[src/rtl/fetch_stage.sv]
// Instruction-fetch stage with IF/ID latch: owns the PC, absorbs imem latency
// and hazard stalls through a one-entry hold buffer, and applies EX redirects.
module fetch_stage #(
  parameter logic [31:0] PC_INIT   = 32'h0000_0000,
  parameter logic [5:0]  HALT_OP   = 6'b111111,
  parameter logic [31:0] NOP_INSTR = 32'h0000_0000
) (
  input  logic        CLK,
  input  logic        nRST,
  input  logic        ihit,
  input  logic [31:0] imemload,
  output logic        imemREN,
  output logic [31:0] imemaddr,
  input  logic        stall,
  input  logic        redirect,
  input  logic [31:0] redirect_addr,
  output logic [31:0] instr_ID,
  output logic [31:0] imemaddr_ID,
  output logic [31:0] next_addr_ID,
  output logic        valid_ID
);

  typedef enum logic [1:0] {FETCH, REDIR, HOLD, HALTED} state_t;
  typedef enum logic [1:0] {ID_KEEP, ID_MEM, ID_BUF, ID_BUBBLE} id_op_t;
  typedef enum logic [1:0] {PC_KEEP, PC_INC, PC_REDIR, PC_TGT} pc_op_t;

  state_t      state, next_state;
  id_op_t      id_op;
  pc_op_t      pc_op;
  logic        tgt_we, buf_we;
  logic [31:0] pc, tgt, hold_buf;

  function automatic logic is_halt(input logic [31:0] word);
    return word[31:26] == HALT_OP;
  endfunction

  // 32-bit modulo increment: the top word wraps to zero silently
  function automatic logic [31:0] pc_inc(input logic [31:0] a);
    return a + 32'd4;
  endfunction

  assign imemaddr = pc;

  always_ff @(posedge CLK or negedge nRST) begin
    if (!nRST) state <= FETCH;
    else       state <= next_state;
  end

  always_comb begin
    next_state = state;
    case (state)
      FETCH: begin
        if (redirect)   next_state = ihit ? FETCH : REDIR;
        else if (stall) next_state = ihit ? HOLD : FETCH;
        else if (ihit)  next_state = is_halt(imemload) ? HALTED : FETCH;
      end
      REDIR:  if (ihit) next_state = FETCH;
      HOLD: begin
        if (redirect)    next_state = FETCH;
        else if (!stall) next_state = is_halt(hold_buf) ? HALTED : FETCH;
      end
      HALTED: if (redirect) next_state = FETCH;
      default: next_state = FETCH;
    endcase
  end

  always_comb begin
    imemREN = 1'b0;
    id_op   = ID_KEEP;
    pc_op   = PC_KEEP;
    tgt_we  = 1'b0;
    buf_we  = 1'b0;
    case (state)
      FETCH: begin
        imemREN = 1'b1;
        if (redirect) begin
          id_op = ID_BUBBLE;
          if (ihit) pc_op  = PC_REDIR;
          else      tgt_we = 1'b1;
        end else if (stall) begin
          buf_we = ihit;
        end else if (ihit) begin
          id_op = ID_MEM;
          pc_op = PC_INC;
        end else begin
          id_op = ID_BUBBLE;
        end
      end
      // the stale request must drain before the new target can be issued
      REDIR: begin
        imemREN = 1'b1;
        id_op   = ID_BUBBLE;
        if (ihit)          pc_op  = redirect ? PC_REDIR : PC_TGT;
        else if (redirect) tgt_we = 1'b1;
      end
      HOLD: begin
        if (redirect) begin
          id_op = ID_BUBBLE;
          pc_op = PC_REDIR;
        end else if (!stall) begin
          id_op = ID_BUF;
          pc_op = PC_INC;
        end
      end
      HALTED: begin
        if (redirect) begin
          id_op = ID_BUBBLE;
          pc_op = PC_REDIR;
        end else if (!stall) begin
          id_op = ID_BUBBLE;
        end
      end
      default: ;
    endcase
  end

  always_ff @(posedge CLK or negedge nRST) begin
    if (!nRST) begin
      pc           <= PC_INIT;
      instr_ID     <= NOP_INSTR;
      imemaddr_ID  <= 32'd0;
      next_addr_ID <= 32'd0;
      valid_ID     <= 1'b0;
    end else begin
      case (pc_op)
        PC_INC:   pc <= pc_inc(pc);
        PC_REDIR: pc <= redirect_addr;
        PC_TGT:   pc <= tgt;
        default:  pc <= pc;
      endcase
      case (id_op)
        ID_MEM, ID_BUF: begin
          instr_ID     <= (id_op == ID_MEM) ? imemload : hold_buf;
          imemaddr_ID  <= pc;
          next_addr_ID <= pc_inc(pc);
          valid_ID     <= 1'b1;
        end
        ID_BUBBLE: begin
          instr_ID     <= NOP_INSTR;
          imemaddr_ID  <= 32'd0;
          next_addr_ID <= 32'd0;
          valid_ID     <= 1'b0;
        end
        default: ;
      endcase
    end
  end

  // tgt and hold_buf are only read when the state says they are live
  always_ff @(posedge CLK) begin
    if (tgt_we) tgt      <= redirect_addr;
    if (buf_we) hold_buf <= imemload;
  end

endmodule

[config.mk]
export PLATFORM = sky130hd
export DESIGN_NAME = fetch_stage
export DESIGN_NICKNAME = d
export VERILOG_FILES = /design/src/rtl/fetch_stage.sv
export SDC_FILE = /design/constraint.sdc
export NUM_CORES = 1
export LEC_CHECK = 0
export CAP_MARGIN = 20
export CORE_MARGIN = 4
export CORE_UTILIZATION = 40
export DETAILED_ROUTE_END_ITERATION = 10
export PLACE_DENSITY = 0.66
export SLEW_MARGIN = 0
export SYNTH_ARGS = -nofsm -noshare
export SYNTH_HDL_FRONTEND = slang
export SYNTH_SLANG_ARGS = --single-unit
export TNS_END_PERCENT = 5
[constraint.sdc]
create_clock -name CLK -period 4.6 [get_ports CLK]
set_clock_uncertainty 0.05 [all_clocks]
set_input_delay 1.15 -clock CLK [delete_from_list [all_inputs] [get_ports CLK]]
set_output_delay 1.15 -clock CLK [all_outputs]
set_load 0.01 [all_outputs]
## Word-level counts from Yosys, hierarchy flattened

Index checks and enable logic that the tools add are counted.

| word-level totals | value |
|---|---|
| bits of input ports | 69 |
| flip-flop bits (word level) | 195 |

| cells by class | value |
|---|---|
| $add $sub $neg | 1 |
| mux-type cells | 44 |
| reduce and logical (&&, ||, !) cells | 6 |
| equal/unequal tests | 15 |

Operators with widths:

| operator | count |
|---|---|
| $pmux W32 S2 | 3 |
| $pmux W32 S3 | 1 |
| $mux W2 | 21 |
| $add A32 B3 Y32 const B | 1 |
| $mux W32 | 1 |
| $pmux W2 S4 | 3 |
| $mux W1 | 13 |
| $eq A2 B2 Y1 const B | 6 |
| $eq A6 B6 Y1 const B | 2 |
| $eq A2 B1 Y1 const B | 3 |
| $ne A2 B2 Y1 const B | 2 |
| $ne A4 B4 Y1 const B | 1 |
| $pmux W1 S2 | 2 |
| $reduce_and A4 Y1 | 1 |
| $reduce_or A2 Y1 | 2 |
| $ne A3 B3 Y1 const B | 1 |
| $reduce_bool A3 Y1 | 1 |
| $logic_not A2 Y1 | 1 |
| $reduce_bool A2 Y1 | 1 |

## Longest topological paths before layout

Gate-level depths: netlist (run 1).

| logic depth | value |
|---|---|
| depth in word-level cells | 7 |
| mapped depth | 8 |
| gate-level depth less buffers | 6 |

## Worst setup path before layout (run 1)

Ideal clock, no wire load.

| timing | value |
|---|---|
| path kind | input to register |
| start point | in redirect |
| end point | reg tgt[0], enable pin |
| data required time | 4089 ps |
| stages on the path | 3 |
| slack | 259 ps |
| setup time | 461 ps |
| path buffers | 1 |
| arrival time | 3830 ps |
| cell sequence | buf_1 > inv_1 > nor3_1 |

| on the way | value |
|---|---|
| word-level cells in the longest chain between the ends | 3 |
| elaborated cells on any way between the ends | 4 |
| classes of those cells | 4 x mux |

Ends and longest elaborated chain:

| item | RTL line | source |
|---|---|---|
| from (decl) | 15 | `input logic redirect,` |
| $mux W1 | 94 | `else if (redirect) tgt_we = 1'b1;` |
| $mux W1 | 93 | `if (ihit) pc_op = redirect ? PC_REDIR : PC_TGT;` |
| $pmux W1 S2 (*) | 73 | `case (state)` |
| net tgt_we | 30 | `logic tgt_we, buf_we;` |
| to (signal assigned) | 151 | `if (tgt_we) tgt <= redirect_addr;` |
| to (decl) | 31 | `logic [31:0] pc, tgt, hold_buf;` |

The timed path passes the listed nets; every way through them passes the cells marked *.
A chain may end at the register's enable or synchronous reset.

## Final worst setup path (run 1)

| timing | value |
|---|---|
| start point | in ihit |
| end point | reg pc[28], in the netlist imemaddr[28] |

| on the way | value |
|---|---|
| word-level cells in the longest chain between the ends | 6 |
| elaborated cells on any way between the ends | 11 |
| classes of those cells | 3 x eq/ne; 7 x mux; 1 x reduce/logical |

Ends and longest elaborated chain:

| item | RTL line | source |
|---|---|---|
| from (decl) | 10 | `input logic ihit,` |
| $mux W1 | 82 | `end else if (ihit) begin` |
| $mux W1 | 80 | `end else if (stall) begin` |
| $mux W2 | 76 | `if (redirect) begin` |
| $pmux W2 S4 (*) | 73 |  |
| $eq A2 B2 Y1 or $eq A2 B1 Y1 (tied branches) | 125 | `case (pc_op)` |
| $pmux W32 S3 or $reduce_bool A3 Y1 (tied branches) | - |  |
| to (signal assigned) | 126 | `PC_INC: pc <= pc_inc(pc);` |
| to (signal assigned) | 127 | `PC_REDIR: pc <= redirect_addr;` |
| to (signal assigned) | 128 | `PC_TGT: pc <= tgt;` |
| to (decl) | 31 |  |

Mark *: on every way between the ends. The rest lies on a longest branch, timed or not.

==> summary.txt, run 1 <==
Placement
  • Number of cells after detailed placement: approximately 1,200
  • # port buffers: 198
  • Placer congestion estimate: 0.810
  • Sum of net half-perimeters after detailed placement: 15,900 um
  • Minimum setup slack after placement: 0.896 ns

Hold path
  • Launch point of the worst hold path: hold_buf[6]
  • Endpoint, Worst Hold: instr_ID[6]
  • Cell count of the worst hold path: 2
  • Hold/Removal Path Class: reg2reg

Timing
  • RSZ-0062 raised after global routing: false
  • Worst slew margin relative to its limit: between 40% and 50%
  • Max-slew violations: 0
  • Part of the cycle the worst path needs: 71.2%
  • Fin crit period: 3.28 ns
  • Fin. Hold Viols: 0
  • TNS Setup: 0 ns
  • Upper clock frequency limit: 305 MHz
  • Final Worst Setup Slack: 1.32 ns
  • Final count of negative-setup-slack endpoints: 0
  • Slew at the pin closest to its max-slew limit: 0.866 ns

Clock network
  • Clock tree from TritonCTS: done
  • Clock net sink count: around 190
  • Root Buffer: clkbuf_16
  • Count of instances resized after the clock tree is built: 0
  • Inserted Clock Buffers: 17
  • Post-CTS Repair Setup Buffers: 0
  • Number of buffers on the longest clock path: 2
  • Hold-fix buffer count after cts: 0
  • CTS clk-pin slew, worst paths: ~0.080 ns
  • Number of levels the H-tree was split into: 4
  • Worst-skew pair later-pin latency: 0.44 ns

Finish
  • Cell Count, Final, Fillers Out: roughly 1,200
  • Area added between synthesis and finish: 33.9%
  • Number of fill cells: 1,885
  • Total area of multi-input combinational cells: 3130 sq um
  • Share of layout cells above drive strength 1: roughly 8%
  • Sequential cell area: around 5100 sq um
  • Final layout net count: about 1,000

Pwr
  • Largest vdd supply drop: 0.000277 V
  • Power density normalized to cell area: between 500 and 600 nW/um^2
  • PnR Total Power: 6.19 mW
  • Leakage dissipation: 4.48 nW

Global routing
  • Global-route track usage on met1: roughly 29%
  • Met3 GRT Util: under 10%
  • Most heavily used metal layer in global routing: met2
  • Fraction of met2 tracks used by global routing: 30.7%
  • Pin count of the biggest net entering global routing: 86
  • Wire length of the first global-routing pass: 37,500 um
  • GR Util All Layers: 19.9%
  • Antenna violations before repair: 1
  • Number of global-route vias before repair: 6,486
  • Overflow left after global routing: 0

Logic synthesis
  • Synth Register Bits: 193
  • Post-synthesis area per instance: 11.2 sq um
  • Most frequent cells after synthesis: nand2_1 (141), dfrtp_1 (129), edfxtp_1 (64)
  • Proportion of register bits with asynchronous set or reset after synthesis: 66.8%
  • Dominant cell type by area after synthesis: dfrtp_1
  • Most used standard cell by instance count after synthesis: nand2_1
  • Number of flops mapped to enable cells by yosys: 64
  • Post-Syn Instances: 757
  • Number of nets produced by synthesis: 827
  • YS warnings: 0
  • Proportion of synthesized chip area in sequential cells: 60.6%
  • Most used flip-flop cell after synthesis: dfrtp_1
  • Cell types occupying the most area after synthesis: dfrtp_1 (38%), edfxtp_1 (23%), nand2_1 (6.2%)
  • Share of the synthesized area in the top cell type: 38.0%
  • Post-Synthesis Cell Area: 8500 sq um
  • Count of distinct cell types in the synthesized netlist: 57

Die
  • Total core area: 21,000 sq um
  • Top-level port count: between 150 and 200
  • Width of the die: roughly 150 um
  • Initial Util: about two fifths
  • Die outline height: roughly 150 um
  • Floorplan row count: 53
  • Die ar.: 23,700 sq um

Setup path
  • Worst Reg-to-Reg Cells: 4
  • Signal arrival time at the worst endpoint: 3.55 ns
  • CP Max Fanout: 18
  • Crit. End Element: register
  • Endpoint of the worst-slack reg-to-reg timing path: imemaddr[28]
  • Source of the worst register-to-register timing path: state[1]
  • Setup slack on the worst flop-to-flop path: 2.00 ns
  • Worst endpoint required time: between 4 and 5 ns
  • CP startpoint kind: primary input
  • Type of the worst setup path: in2reg

Drt
  • Average wire per standard cell: roughly 19 um
  • Iteration-0 DRC count of the detailed router: 514
  • Via density per instance: 5.30
  • Number of detailed-routing iterations run before antenna repair: 5
  • Detailed Route WL: 23,400 um
  • Total via count after detailed routing: 6,478
  • Drc violations: 0
  • Post-detailed-route count of antenna-violating nets: 0

Status
  • Outcome: finished, final reports clean

Job
  • Total of max-cap violations: 0
## sequential cells by signal (all words and copies together) (netlist names)
signal	cells
imemaddr_ID	32
next_addr_ID	30
state	2
hold_buf	32
imemaddr	32
valid_ID	1
instr_ID	32
tgt	32
## metrics by stage
stage,util (%),area [sq um],hold WS [ns]
2_1_floorplan,-,8500,0.376
3_3_place_gp,51.4,10800,0.379
3_5_place_dp,51.4,10800,0.386
4_1_cts,54.3,11400,0.407
5_1_grt,54.3,11400,0.419
6_report,54.3,11400,0.396
## critical path: stages
cell	delay (ns)
clkdlybuf4s50_1	0.67
nor2_1	0.22
or4_1	0.83
buf_4	0.35
o311ai_0	0.32
## layer usage
metal,vias to the layer above,routed length (um),share of wire [%]
met5,-,0,0
met4,0,333,1.4
met3,24,1430,6.1
met2,215,11000,47
met1,3188,10600,45
li1,3051,-,-
## cells in the final DEF, fill, tap and decap left out, drive strengths merged, types with 3 or more instances in the layout
master	instances
a211o	3
a21oi	29
a22o	32
a22oi	4
a31oi	3
and2	5
and3	25
and4	5
buf	18
clkbuf	17
clkdlybuf4s50	197
clkinv	7
dfrtp	129
edfxtp	64
inv	13
mux2	3
mux2i	33
nand2	141
nand2b	3
nand3	21
nand4	15
nor2	19
nor3	12
nor4	9
o21ai	62
o311ai	3
or3	3
xnor2	22
xor2	26
## final cells by class
type / instances / share of cell area (%)
multi-input combinational: 501 / 27.5
tap: 275 / 3.02
inverter: 5 / 0.165
antenna: 1 / 0.0220
clock inverter: 15 / 1.62
timing repair buffer: 215 / 18.8
sequential: 193 / 45.2
clock buffer: 17 / 3.74
## worst max path at each step
stage | startpoint | end | slack, ns | depth (start not counted)
after detailed placement | ihit | imemaddr[28] | 0.90 | 5
final | ihit | imemaddr[28] | 1.32 | 5
after floorplan | redirect | tgt[0] | 0.26 | 3
after global placement | ihit | imemaddr[30] | 0.96 | 5
after CTS | ihit | imemaddr[28] | 1.36 | 5
after global routing | stall | imemaddr[30] | 1.19 | 7
## kinds of logic after synthesis
| logic type | after synthesis | synth area share [%] |
|---|---|---|
| AO/OA/AOI/OAI | 151 | 11.4 |
| XOR/XNOR | 48 | 4.94 |
| adder cells (fa/ha/maj) | 1 | 0.147 |
| buffers and inverters | 63 | 3.25 |
| flip-flops | 193 | 60.6 |
| multiplexers | 36 | 4.28 |
| AND/OR/NAND/NOR | 265 | 15.4 |
## report_power, final
| part | switching [mW] | leakage, nW | internal, mW |
|---|---|---|---|
| registers | 0.500 | 2.26 | 2.13 |
| logic | 0.998 | 1.91 | 1.05 |
| clock network | 0.765 | 0.298 | 0.744 |
| total | 2.26 | 4.48 | 3.92 |
No activity file was read; power rests on OpenSTA's default activity.
==> run 2: changes to the inputs <==
Settings changed: PLACE_DENSITY 0.66 to 0.69.
Clock period 4.6 ns to 2.8 ns, I/O delays scaled along.
==> run 2 against run 1 <==
Effect of this change: clock power rose by 68%; combinational power grew 83%; cell area up 2.1%; routed wire length rose by 2.6%; final cell count grew 1.7%; hold slack got worse by 0.25 ns; first-iteration DRC count down 0.19%; critical path depth shrank 2; sequential share of layout area is 0.94 points lower; largest cell class unchanged; largest power group unchanged; highest routed layer is now met5.
==> summary.txt, run 2 (synthesis gave the netlist of run 1 again) <==
Status
  • Outcome: finished, final reports clean

Die
  • Width of the die: 154 um
  • Top-level port count: just under 200
  • Floorplan row count: 53
  • Initial Util: 40.6%
  • Total core area: 21,000 sq um
  • Die outline height: 154 um
  • Die ar.: 23,700 sq um

Pwr
  • Relative contribution of the clock network to total power: 24.2%
  • Leakage dissipation: 4.61 nW
  • Reg power frac: 39.9%
  • Internal power consumption: 6.74 mW
  • Power density normalized to cell area: 897 nW/um^2
  • Total net switching power: 3.69 mW
  • Largest vdd supply drop: roughly 0.00040 V
  • Share of power burned in combinational logic: 35.8%
  • Switching share of power: 35.4%

Timing
  • Max-slew violations: 0
  • RSZ-0062 raised after global routing: false
  • Final count of negative-setup-slack endpoints: 0
  • Fin. Hold Viols: 0
  • Slew at the pin closest to its max-slew limit: 0.660 ns
  • Part of the cycle the worst path needs: 88.0%
  • Upper clock frequency limit: between 400 and 500 MHz
  • Fin crit period: 2.47 ns
  • Worst slew margin relative to its limit: between 50% and 60%
  • TNS Setup: 0 ns

Setup path
  • CP startpoint kind: register
  • Worst endpoint required time: 2.05 ns
  • CP Max Fanout: 14
  • Signal arrival time at the worst endpoint: 1.72 ns
  • Type of the worst setup path: reg2out
  • Crit. End Element: output port

Drt
  • Total via count after detailed routing: 6,546
  • Post-detailed-route count of antenna-violating nets: 0
  • Number of detailed-routing iterations run before antenna repair: 5
  • Via density per instance: between 5 and 6
  • Average wire per standard cell: around 19 um
  • Detailed Route WL: 24,000 um
  • Iteration-0 DRC count of the detailed router: 513
  • Drc violations: 0

Finish
  • Area added between synthesis and finish: 36.8%
  • Final layout net count: 1,024
  • Final design area excluding fillers: between 10,000 and 15,000 sq um
  • Most frequent cells in the layout: clkdlybuf4s50_1 (197), nand2_1 (141), dfrtp_1 (129)
  • Most common library cell in the layout ignoring fill and taps: clkdlybuf4s50_1
  • Final cell utilization of the core: 55.5%
  • Share of layout cells above drive strength 1: 9.93%

Clock network
  • Worst-skew pair later-pin latency: 0.43 ns
  • Clock net sink count: 193
  • Clock tree from TritonCTS: done
  • Root Buffer: clkbuf_16
  • Number of buffers on the longest clock path: 2
  • Number of levels the H-tree was split into: 4
  • Count of instances resized after the clock tree is built: 0
  • Hold-fix buffer count after cts: 0
  • CTS clk-pin slew, worst paths: ~0.07 ns
  • Inserted Clock Buffers: 17
  • Post-CTS Repair Setup Buffers: 0

Placement
  • # port buffers: 198
  • Placer congestion estimate: between 0.7 and 0.8
  • Post-DP Area: ~11,000 sq um
  • Sum of net half-perimeters after detailed placement: 16,400 um

Global routing
  • Overflow left after global routing: 0
  • Antenna violations before repair: 2
  • Number of global-route vias before repair: 6,753
  • Pin count of the biggest net entering global routing: 63
  • Wire length of the first global-routing pass: 38,700 um
  • GR Util All Layers: 20.4%

Job
  • Total of max-cap violations: 0

Hold path
  • Hold/Removal Path Class: in2async
[run 2: per-stage QoR]
stage / setup slack [ns] / hold slack (ns) / total power [mW] / std cells
floorplan: 0.336 / 0.354 / 5.94 / 757
global placement: 0.0974 / 0.378 / 7.89 / 1210
detailed placement: 0.0798 / 0.390 / 7.95 / 1210
CTS: 0.307 / 0.158 / 10.5 / 1242
global route: 0.289 / 0.174 / 11.0 / 1243
finish: 0.335 / 0.149 / 10.4 / 1243
[run 2: area by class of cell]
type,count,area [sq um]
fill,1841,9330
multi-input combinational,501,3130
clock inverter,15,188
timing repair buffer,236,2370
antenna,1,2.50
sequential,193,5150
inverter,5,18.8
clock buffer,17,425
tap,275,344
[run 2: path summary, 6_finish.rpt]
path	from	to	slack, ns	cells after the start
min in group CLK	hold_buf[10]	instr_ID[10]	0.40	2
max in group asynchronous	nRST	instr_ID[31]	1.81	2
min reg2reg	hold_buf[10]	instr_ID[10]	0.40	2
max reg2reg	imemaddr[4]	imemaddr[23]	0.54	6
max	state[1]	imemREN	0.33	3
min	nRST	imemaddr_ID[23]	0.15	1
[run 2: power groups by stage]
stage | sequential (mW) | clock [mW] | combinational [mW]
5_1_grt | 4.25 | 2.70 | 4.04
4_1_cts | 4.16 | 2.58 | 3.77
3_3_place_gp | 4.19 | 0 | 3.70
6_report | 4.16 | 2.53 | 3.74
3_5_place_dp | 4.21 | 0 | 3.75
2_1_floorplan | 4.22 | 0 | 1.72
[run 2: routing by layer]
layer,track usage [%],vias to the layer above,share of wire (%)
li1,-,3095,-
met1,27.7,3217,44
met2,33.2,210,49
met3,4.73,22,6.3
met4,5.68,2,1.3
met5,0,-,0.054
[run 2: critical path: stages, from the launching register on]
cell and delay (ns):
dfrtp_1 0.37, buf_4 0.19, inv_1 0.15, clkdlybuf4s50_1 0.58
==> run 3: changes to the inputs <==
Settings changed: CTS_CLUSTER_SIZE set to 14.
==> results of run 3 <==
Final layout, timing and power as in run 2 (identical DEF).
